File: src/rtl/aadd_accum_ctrl_pkg.sv
// Shared types and constants for the approximate-adder accumulation controller.
package aadd_pkg;

    // Datapath width of the shared aadd32 adder and of every accumulator.
    localparam int DATA_W        = 32;

    // Default width of the vector-length field.
    localparam int LEN_W_DEFAULT = 16;

    // Sequencer states. The adder is time-multiplexed between ADD_EX and ADD_AP.
    typedef enum logic [2:0] {
        IDLE   = 3'd0,
        LOAD   = 3'd1,
        ADD_EX = 3'd2,
        ADD_AP = 3'd3,
        DONE   = 3'd4
    } state_t;

    // Unsigned magnitude of a two's complement value; -2^31 maps to 0x80000000.
    function automatic logic [DATA_W-1:0] abs_u(input logic [DATA_W-1:0] v);
        return v[DATA_W-1] ? (~v + 1'b1) : v;
    endfunction

endpackage

File: src/rtl/aadd_accum_ctrl_aadd32.sv
// aadd32: 32-bit adder producing an exact sum and a lower-part-OR approximate sum.
// The low DROP bits of the approximate result are the bitwise OR of the operands
// and generate no carry into the upper part; the upper bits are added exactly.
// All arithmetic wraps at 32 bits.
module aadd32 #(
    parameter int DROP = 0
) (
    input  logic signed [31:0] x,
    input  logic signed [31:0] y,
    output logic signed [31:0] exact,
    output logic signed [31:0] approx
);

    // Mask of the approximated low bits; DROP=0 gives an all-zero mask (exact adder).
    localparam logic [31:0] LO_MASK = (DROP >= 32) ? 32'hFFFF_FFFF
                                                   : ((32'd1 << DROP) - 32'd1);

    // Lower-part OR addition: no carry crosses the LO_MASK boundary.
    function automatic logic [31:0] loa_add(input logic [31:0] a, input logic [31:0] b);
        logic [31:0] w_lo;
        logic [31:0] w_hi;
        w_lo = (a | b) & LO_MASK;
        w_hi = (a & ~LO_MASK) + (b & ~LO_MASK);
        return w_hi | w_lo;
    endfunction

    assign exact  = x + y;
    assign approx = $signed(loa_add($unsigned(x), $unsigned(y)));

endmodule

File: src/rtl/aadd_accum_ctrl.sv
// aadd_accum_ctrl: accumulates a stream of signed 32-bit operands through one
// shared aadd32, keeping an exact and an approximate running sum side by side.
// Each element costs three cycles: LOAD (operand handshake), ADD_EX (adder
// feeds the exact accumulator), ADD_AP (adder feeds the approximate one).
// Optional feature macro: AADD_ERRSTAT_EN enables tracking of the largest
// per-step |exact - approx| on max_err; without it max_err is tied to zero.
module aadd_accum_ctrl
    import aadd_pkg::*;
#(
    parameter int DROP  = 0,
    parameter int LEN_W = LEN_W_DEFAULT
) (
    input  logic                     clk,
    input  logic                     rst_n,
    input  logic                     start,
    input  logic [LEN_W-1:0]         len,
    input  logic                     in_valid,
    output logic                     in_ready,
    input  logic signed [DATA_W-1:0] in_data,
    output logic                     out_valid,
    input  logic                     out_ready,
    output logic signed [DATA_W-1:0] exact_sum,
    output logic signed [DATA_W-1:0] approx_sum,
    output logic signed [DATA_W-1:0] err,
    output logic [DATA_W-1:0]        max_err,
    output logic                     busy
);

    localparam logic [LEN_W-1:0] LEN_ONE  = {{(LEN_W-1){1'b0}}, 1'b1};
    localparam logic [LEN_W-1:0] LEN_ZERO = '0;

    state_t                     r_state;
    state_t                     w_next;
    logic [LEN_W-1:0]           r_len;
    logic [LEN_W-1:0]           r_count;
    logic signed [DATA_W-1:0]   r_exact;
    logic signed [DATA_W-1:0]   r_approx;
    logic signed [DATA_W-1:0]   r_opnd;

    logic signed [DATA_W-1:0]   w_x;
    logic signed [DATA_W-1:0]   w_y;
    logic signed [DATA_W-1:0]   w_sum_exact;
    logic signed [DATA_W-1:0]   w_sum_approx;
    logic                       w_start_acc;
    logic                       w_load_hs;
    logic                       w_last;

    // A start is honoured only in IDLE; everywhere else it is ignored.
    assign w_start_acc = (r_state == IDLE) && start;
    assign w_load_hs   = (r_state == LOAD) && in_valid;
    assign w_last      = ((r_count + LEN_ONE) == r_len);

    // Shared adder, time-multiplexed between the two accumulators.
    aadd32 #(
        .DROP (DROP)
    ) u_aadd32 (
        .x      (w_x),
        .y      (w_y),
        .exact  (w_sum_exact),
        .approx (w_sum_approx)
    );

    // Operand mux: select the accumulator owning this cycle; idle the adder otherwise.
    always_comb begin
        w_x = '0;
        w_y = '0;
        case (r_state)
            ADD_EX: begin
                w_x = r_exact;
                w_y = r_opnd;
            end
            ADD_AP: begin
                w_x = r_approx;
                w_y = r_opnd;
            end
            default: begin
                w_x = '0;
                w_y = '0;
            end
        endcase
    end

    // State register.
    always_ff @(posedge clk or negedge rst_n) begin
        if (!rst_n) begin
            r_state <= IDLE;
        end else begin
            r_state <= w_next;
        end
    end

    // Next-state logic.
    always_comb begin
        w_next = r_state;
        case (r_state)
            IDLE: begin
                if (start) begin
                    w_next = (len == LEN_ZERO) ? DONE : LOAD;
                end
            end
            LOAD: begin
                if (in_valid) begin
                    w_next = ADD_EX;
                end
            end
            ADD_EX: begin
                w_next = ADD_AP;
            end
            ADD_AP: begin
                w_next = w_last ? DONE : LOAD;
            end
            DONE: begin
                if (out_ready) begin
                    w_next = IDLE;
                end
            end
            default: begin
                w_next = IDLE;
            end
        endcase
    end

    // Moore outputs decoded from the current state.
    always_comb begin
        in_ready  = 1'b0;
        out_valid = 1'b0;
        busy      = 1'b1;
        case (r_state)
            IDLE:    busy      = 1'b0;
            LOAD:    in_ready  = 1'b1;
            DONE:    out_valid = 1'b1;
            default: begin
                in_ready  = 1'b0;
                out_valid = 1'b0;
            end
        endcase
    end

    // Length latch, operand register, element count and both accumulators.
    always_ff @(posedge clk or negedge rst_n) begin
        if (!rst_n) begin
            r_len    <= '0;
            r_count  <= '0;
            r_exact  <= '0;
            r_approx <= '0;
            r_opnd   <= '0;
        end else begin
            if (w_start_acc) begin
                r_len    <= len;
                r_count  <= '0;
                r_exact  <= '0;
                r_approx <= '0;
            end
            if (w_load_hs) begin
                r_opnd <= in_data;
            end
            if (r_state == ADD_EX) begin
                r_exact <= w_sum_exact;
            end
            if (r_state == ADD_AP) begin
                r_approx <= w_sum_approx;
                r_count  <= r_count + LEN_ONE;
            end
        end
    end

    // Accumulators are visible live; they only hold still once DONE is reached.
    assign exact_sum  = r_exact;
    assign approx_sum = r_approx;
    assign err        = r_exact - r_approx;

`ifdef AADD_ERRSTAT_EN
    logic [DATA_W-1:0]        r_max_err;
    logic signed [DATA_W-1:0] w_step_d;
    logic [DATA_W-1:0]        w_step_mag;

    // In ADD_AP the exact accumulator is already updated; pair it with the new approx value.
    assign w_step_d   = r_exact - w_sum_approx;
    assign w_step_mag = abs_u(w_step_d);

    // Running maximum of the per-step error magnitude, cleared on an accepted start.
    always_ff @(posedge clk or negedge rst_n) begin
        if (!rst_n) begin
            r_max_err <= '0;
        end else if (w_start_acc) begin
            r_max_err <= '0;
        end else if ((r_state == ADD_AP) && (w_step_mag > r_max_err)) begin
            r_max_err <= w_step_mag;
        end
    end

    assign max_err = r_max_err;
`else
    assign max_err = '0;
`endif

endmodule

File: config.mk
export PLATFORM = sky130hd
export DESIGN_NAME = aadd_accum_ctrl
export DESIGN_NICKNAME = d
export VERILOG_FILES = /design/src/rtl/aadd_accum_ctrl_pkg.sv /design/src/rtl/aadd_accum_ctrl_aadd32.sv /design/src/rtl/aadd_accum_ctrl.sv
export SDC_FILE = /design/constraint.sdc
export NUM_CORES = 1
export LEC_CHECK = 0
export ABC_AREA = 1
export CAP_MARGIN = 20
export CORE_MARGIN = 10
export CORE_UTILIZATION = 55
export CTS_BUF_LIST = sky130_fd_sc_hd__clkbuf_2 sky130_fd_sc_hd__clkbuf_4 sky130_fd_sc_hd__clkbuf_8
export DETAILED_ROUTE_END_ITERATION = 7
export PLACE_DENSITY = 0.89
export SYNTH_ARGS = -nofsm -noshare
export SYNTH_HDL_FRONTEND = slang
export SYNTH_SLANG_ARGS = --single-unit
File: constraint.sdc
create_clock -name clk -period 6.4 [get_ports clk]
set_input_delay 0.96 -clock clk [delete_from_list [all_inputs] [get_ports clk]]
set_output_delay 0.96 -clock clk [all_outputs]
set_load 0.02 [all_outputs]
==> results.json, run 1 <==
{
  "hp-class": "flip-flop to flip-flop",
  "synth_top_area_share_pct": 33.2,
  "r2r_slack_ns": 2.42,
  "synth_edf_count": 0,
  "place.gp.congestion": 1.02,
  "async_flop_share_pct": 100,
  "path_buf_inv": 2,
  "fin_crit_ns": 4.52,
  "syn_area_per_cell_um2": 7.02,
  "critPathLaunchType": "flip-flop",
  "cts.path.max_buffers": 2,
  "path_max_fanout": 3,
  "postCtsSetupBuffers": 0,
  "synth.area.top_cells": "dfrtp_1 (33%), nand2_1 (12%), ha_1 (8.0%)",
  "grt_pass1_wl_mm": 52.3,
  "final_common_cell": "nand2_1",
  "synthDistinctLibCells": 44,
  "drt-wirelength-per-cell_um": 18.5,
  "slowest_delay_ns": 0.63,
  "routed-via-count": 10077,
  "mostFrequentLayoutCells": "nand2_1 (305), inv_1 (193), clkdlybuf4s50_1 (150)",
  "worstSkewPairLatency_ns": 0.46,
  "setup_viol": 0,
  "skew_ns": 0.0159,
  "dieArea_um2": 23700,
  "path_clk_slew_ns": 0.08,
  "antenna_found_initial": 0,
  "fmax_ghz": 0.221,
  "hold_violations": 0,
  "worstPathArrival_ns": 3.56,
  "cts-htree-levels": 4,
  "rows": 48,
  "drt_iter0_drc": 991,
  "initial_core_util_pct": 56.5,
  "routed_wirelength_mm": 33.0,
  "fp.dieH_um": 154,
  "cts_hold_buf": 0,
  "crit_chain": "inv_1 -> ha_1 -> fa_1 -> o21ai_1 -> a21oi_1 -> o21ai_1 -> nand2_1 -> nand2_1 -> a21oi_1 -> xnor2_1 -> clkdlybuf4s50_1",
  "firstDrtPassIters": 5,
  "numCtsBuffers": 17,
  "synthCells": 1406,
  "cap_violations": 0,
  "synth_flop_cell": "dfrtp_1",
  "grt_pass1_vias": 9948,
  "worstSetupPathType": "flip-flop to primary output",
  "clockRootBuffer": "clkbuf_8",
  "vias_per_cell": 5.64,
  "drive_gt1_share_pct": 3.90,
  "antenna_cells": 0,
  "cts_resized": 0,
  "synth_top_area_cell": "dfrtp_1",
  "dieWidth_um": 154,
  "nNetsFinal": 1668,
  "dpl.hpwl_mm": 26.3,
  "tightest_slew_ns": 0.887,
  "core-area_um2": 17500,
  "setup_tns_ns": 0,
  "cts.sinks": 131,
  "tritoncts": "yes",
  "ys_ff_latch": 131,
  "grt_max_degree": 68,
  "port_buffers": 151,
  "ys_seq_area_share_pct": 33.2,
  "syn_area_um2": 9870,
  "status": "finished, final reports clean",
  "ant_nets": 0,
  "drc": 0,
  "yosysWarnings": 0,
  "crit_required_ns": 5.44,
  "cp_slowest_cell": "clkdlybuf4s50_1",
  "num_io_pins": 184,
  "critPathCaptureType": "primary output",
  "grt_setup_unrepaired": "false",
  "overflow": 0,
  "crit_family": "compound AO/OA/AOI/OAI gates",
  "grt_usage_pct": 27.1,
  "relSlewSlack_pct": 40.9,
  "final_max_slew_viol_count": 0,
  "syn2layout_area_growth_pct": 20.5,
  "period_share_pct": 70.7
}
==> layer usage <==
layer	GRT usage (%)	routed length (µm)	up-vias
met5	0	0	-
met4	7.15	675	0
met3	7.00	3000	47
met2	44.2	15500	494
met1	34.7	13800	4660
li1	-	-	4876
==> worst reg2reg max path, cell delays in order (launching register included) <==
cell and delay (ns):
dfrtp_1 0.40, inv_1 0.07, nor2_1 0.22, nand2_1 0.45
inv_2 0.66, nand2_1 0.11, o21ai_0 0.14, ha_1 0.33
a21oi_1 0.22, o21ai_0 0.20, a21oi_1 0.16, nand2_1 0.17
nand2_1 0.11, nand2_1 0.10, or2_2 0.30, nand3_1 0.09
o21ai_0 0.10
==> sequential cells by signal, summed over array words and instances (netlist names) <==
register	flops
approx_sum	32
r_len	16
exact_sum	32
r_state	3
r_count	16
r_opnd	32
==> logic make-up after synthesis <==
group / synth area share [%]
AOI/OAI and AO/OA: 17.0
xor gates and xnor gates: 4.76
adders and majority gates: 8.39
buffers and inverters: 11.2
DFF: 33.2
muxes: 0.114
other: 0.0380
and+or+nand+nor: 25.3
==> cells in the mapped netlist (2+ instances only) <==
cell	n
dfrtp_1	131
buf_2	5
inv_1	193
nand3_1	79
ha_1	63
o221ai_1	2
o21bai_1	7
a21o_1	11
o21ai_1	6
nor4_1	7
nor2_4	2
nor2_1	149
a21boi_0	4
nand4_1	12
nor2_2	4
xor2_1	27
nand2_1	307
nor3_1	18
inv_2	3
a31oi_1	4
clkbuf_1	25
fa_1	2
or2_2	7
nand3b_1	9
o21ai_0	83
o211ai_1	2
a22o_1	2
o22ai_1	60
o21a_1	4
a21oi_1	110
xnor2_1	24
buf_4	32
==> final timing paths <==
| path | startpoint | end | cells after the start |
|---|---|---|---|
| max | exact_sum[0] | err[20] | 11 |
| min | r_len[2] | r_len[2] | 2 |
| max reg2reg | r_state[1] | approx_sum[23] | 16 |
| min reg2reg | r_len[2] | r_len[2] | 2 |
| max in group asynchronous | rst_n | r_len[8] | 2 |
| min in group asynchronous | rst_n | approx_sum[25] | 1 |
==> layout make-up <==
type	count	area, µm²
Clock buffer	17	234
Multi-Input combinational cell	1046	5610
Sequential cell	131	3280
Tap cell	225	282
Fill cell	1496	5580
Clock inverter	15	206
Timing Repair Buffer	157	1550
Inverter	197	739
==> metrics by stage <==
stage | worst slack (ns) | hold WS, ns | utilization, % | instance area [µm²] | cells
floorplan | 3.10 | 0.455 | - | 9990 | 1437
global placement | 2.46 | 0.479 | 65.6 | 11500 | 1756
detailed placement | 2.43 | 0.486 | 65.6 | 11500 | 1756
CTS | 1.91 | 0.504 | 68.1 | 11900 | 1788
global route | 1.60 | 0.527 | 68.1 | 11900 | 1788
finish | 1.88 | 0.506 | 68.1 | 11900 | 1788
Power of run 1 is left out: the tool's default activity adds up to more than one toggle a clock period on the data nets, which glitch-free logic cannot reach.
==> inputs of run 2 (changes only) <==
clock period = 4.2 ns   (was 6.4 ns; I/O delays follow)
==> run 2 against run 1 <==
Compared with the run above: clock skew shrank 0.0050 ns; critical path depth is the same; cell area increased by 0.64%; highest routed layer unchanged; largest cell class unchanged; critical endpoint unchanged; sequential cell count unchanged; sequential share of layout area fell by 0.18 points; setup slack worse by 1.7 ns; utilization up 0.44 points.
==> results.json, run 2 (synthesis gave the netlist of run 1 again) <==
{
  "status": "finished, final reports clean",
  "fmax_ghz": 0.247,
  "numCtsBuffers": 17,
  "overflow": 0,
  "firstDrtPassIters": 6,
  "cap_violations": 0,
  "path_clk_slew_ns": 0.08,
  "fp.dieH_um": 154,
  "drt-wirelength-per-cell_um": 18.2,
  "postCtsSetupBuffers": 0,
  "grt_pass1_vias": 9893,
  "ant_nets": 0,
  "tightest_slew_ns": 0.795,
  "drt_iter0_drc": 982,
  "dpl.hpwl_mm": 26.0,
  "crit_required_ns": 3.57,
  "tritoncts": "yes",
  "hp-class": "input pin to async pin",
  "period_share_pct": 96.5,
  "path_max_fanout": 3,
  "antenna_cells": 0,
  "hold_violations": 0,
  "routed-via-count": 10193,
  "cts.path.max_buffers": 2,
  "nNetsFinal": 1675,
  "core-area_um2": 17500,
  "rows": 48,
  "nFillCells": 1512,
  "critPathLaunchType": "flip-flop",
  "cts-htree-levels": 4,
  "relSlewSlack_pct": 46.9,
  "setup_viol": 0,
  "cts.sinks": 131,
  "num_io_pins": 184,
  "grt_usage_pct": 26.9,
  "drive_gt1_share_pct": 4.52,
  "clockRootBuffer": "clkbuf_8",
  "final_max_slew_viol_count": 0,
  "port_buffers": 151,
  "place.gp.congestion": 0.963,
  "setup_tns_ns": 0,
  "worstPathArrival_ns": 3.42,
  "routed_wirelength_mm": 32.6,
  "initial_core_util_pct": 56.5,
  "grt_setup_unrepaired": "false",
  "skew_ns": 0.0109,
  "worstSetupPathType": "flip-flop to primary output",
  "dieWidth_um": 154,
  "critPathCaptureType": "primary output",
  "antenna_found_initial": 0,
  "grt_max_degree": 78,
  "syn2layout_area_growth_pct": 21.3,
  "worstSkewPairLatency_ns": 0.46,
  "drc": 0,
  "mostFrequentLayoutCells": "nand2_1 (305), inv_1 (193), clkdlybuf4s50_1 (150)",
  "fin_crit_ns": 4.05,
  "dieArea_um2": 23700,
  "vias_per_cell": 5.68,
  "grt_pass1_wl_mm": 52.0,
  "final_common_cell": "nand2_1"
}
[run 2: layout make-up]
class                           instances  area [µm²]  share of cell area (%)
Multi-Input combinational cell       1046        5620                    46.9
Sequential cell                       131        3280                    27.4
Inverter                              197         739                    6.17
Clock buffer                           19         255                    2.13
Clock inverter                         13         183                    1.53
Timing Repair Buffer                  164        1620                    13.5
Tap cell                              225         282                    2.35
[run 2: what timing repair did]
item,4_1_cts,5_1_grt
hold buffers,0,0
resized for setup,0,3
setup endpoints to repair,0,5
[run 2: worst paths after layout]
check                             startpoint             end  slack (ns)  cells past startpoint
worst min register to register      r_len[2]        r_len[2]        0.50                      2
min in group clk                    r_len[2]        r_len[2]        0.50                      2
worst max-delay path            exact_sum[0]         err[20]        0.15                     11
worst min-delay path                   rst_n      r_opnd[18]        0.21                      1
max in group asynchronous              rst_n      r_count[6]        3.12                      2
worst max register to register    r_state[1]  approx_sum[30]        0.77                     20
[run 2: metrics by stage]
step | hold WS (ns) | worst slack, ns | util (%) | cells | instance area [µm²]
floorplan | 0.334 | 1.23 | - | 1437 | 9990
global placement | 0.476 | 0.620 | 66.0 | 1763 | 11500
detailed placement | 0.482 | 0.566 | 66.0 | 1763 | 11500
CTS | 0.213 | 0.0469 | 68.5 | 1795 | 12000
global route | 0.248 | 0.000562 | 68.5 | 1795 | 12000
finish | 0.211 | 0.147 | 68.5 | 1795 | 12000
[run 2: worst max-delay path, stage by stage (launching register included)]
cell             delay, ns
dfrtp_1               0.35
inv_1                 0.07
ha_1                  0.23
fa_1                  0.43
o21ai_2               0.31
a21oi_1               0.21
o21ai_1               0.29
nand2_1               0.08
nand2_1               0.10
a21oi_1               0.09
xnor2_1               0.15
clkdlybuf4s50_1       0.62
[run 2: routing by layer]
metal | part of all wire, % | vias up | global-route usage [%]
met5 | 0 | - | 0
met4 | 3.0 | 0 | 9.67
met1 | 42 | 4704 | 34.3
met3 | 9.3 | 76 | 6.56
li1 | - | 4891 | -
met2 | 46 | 522 | 43.1
Power of run 2 is left out for the same reason.
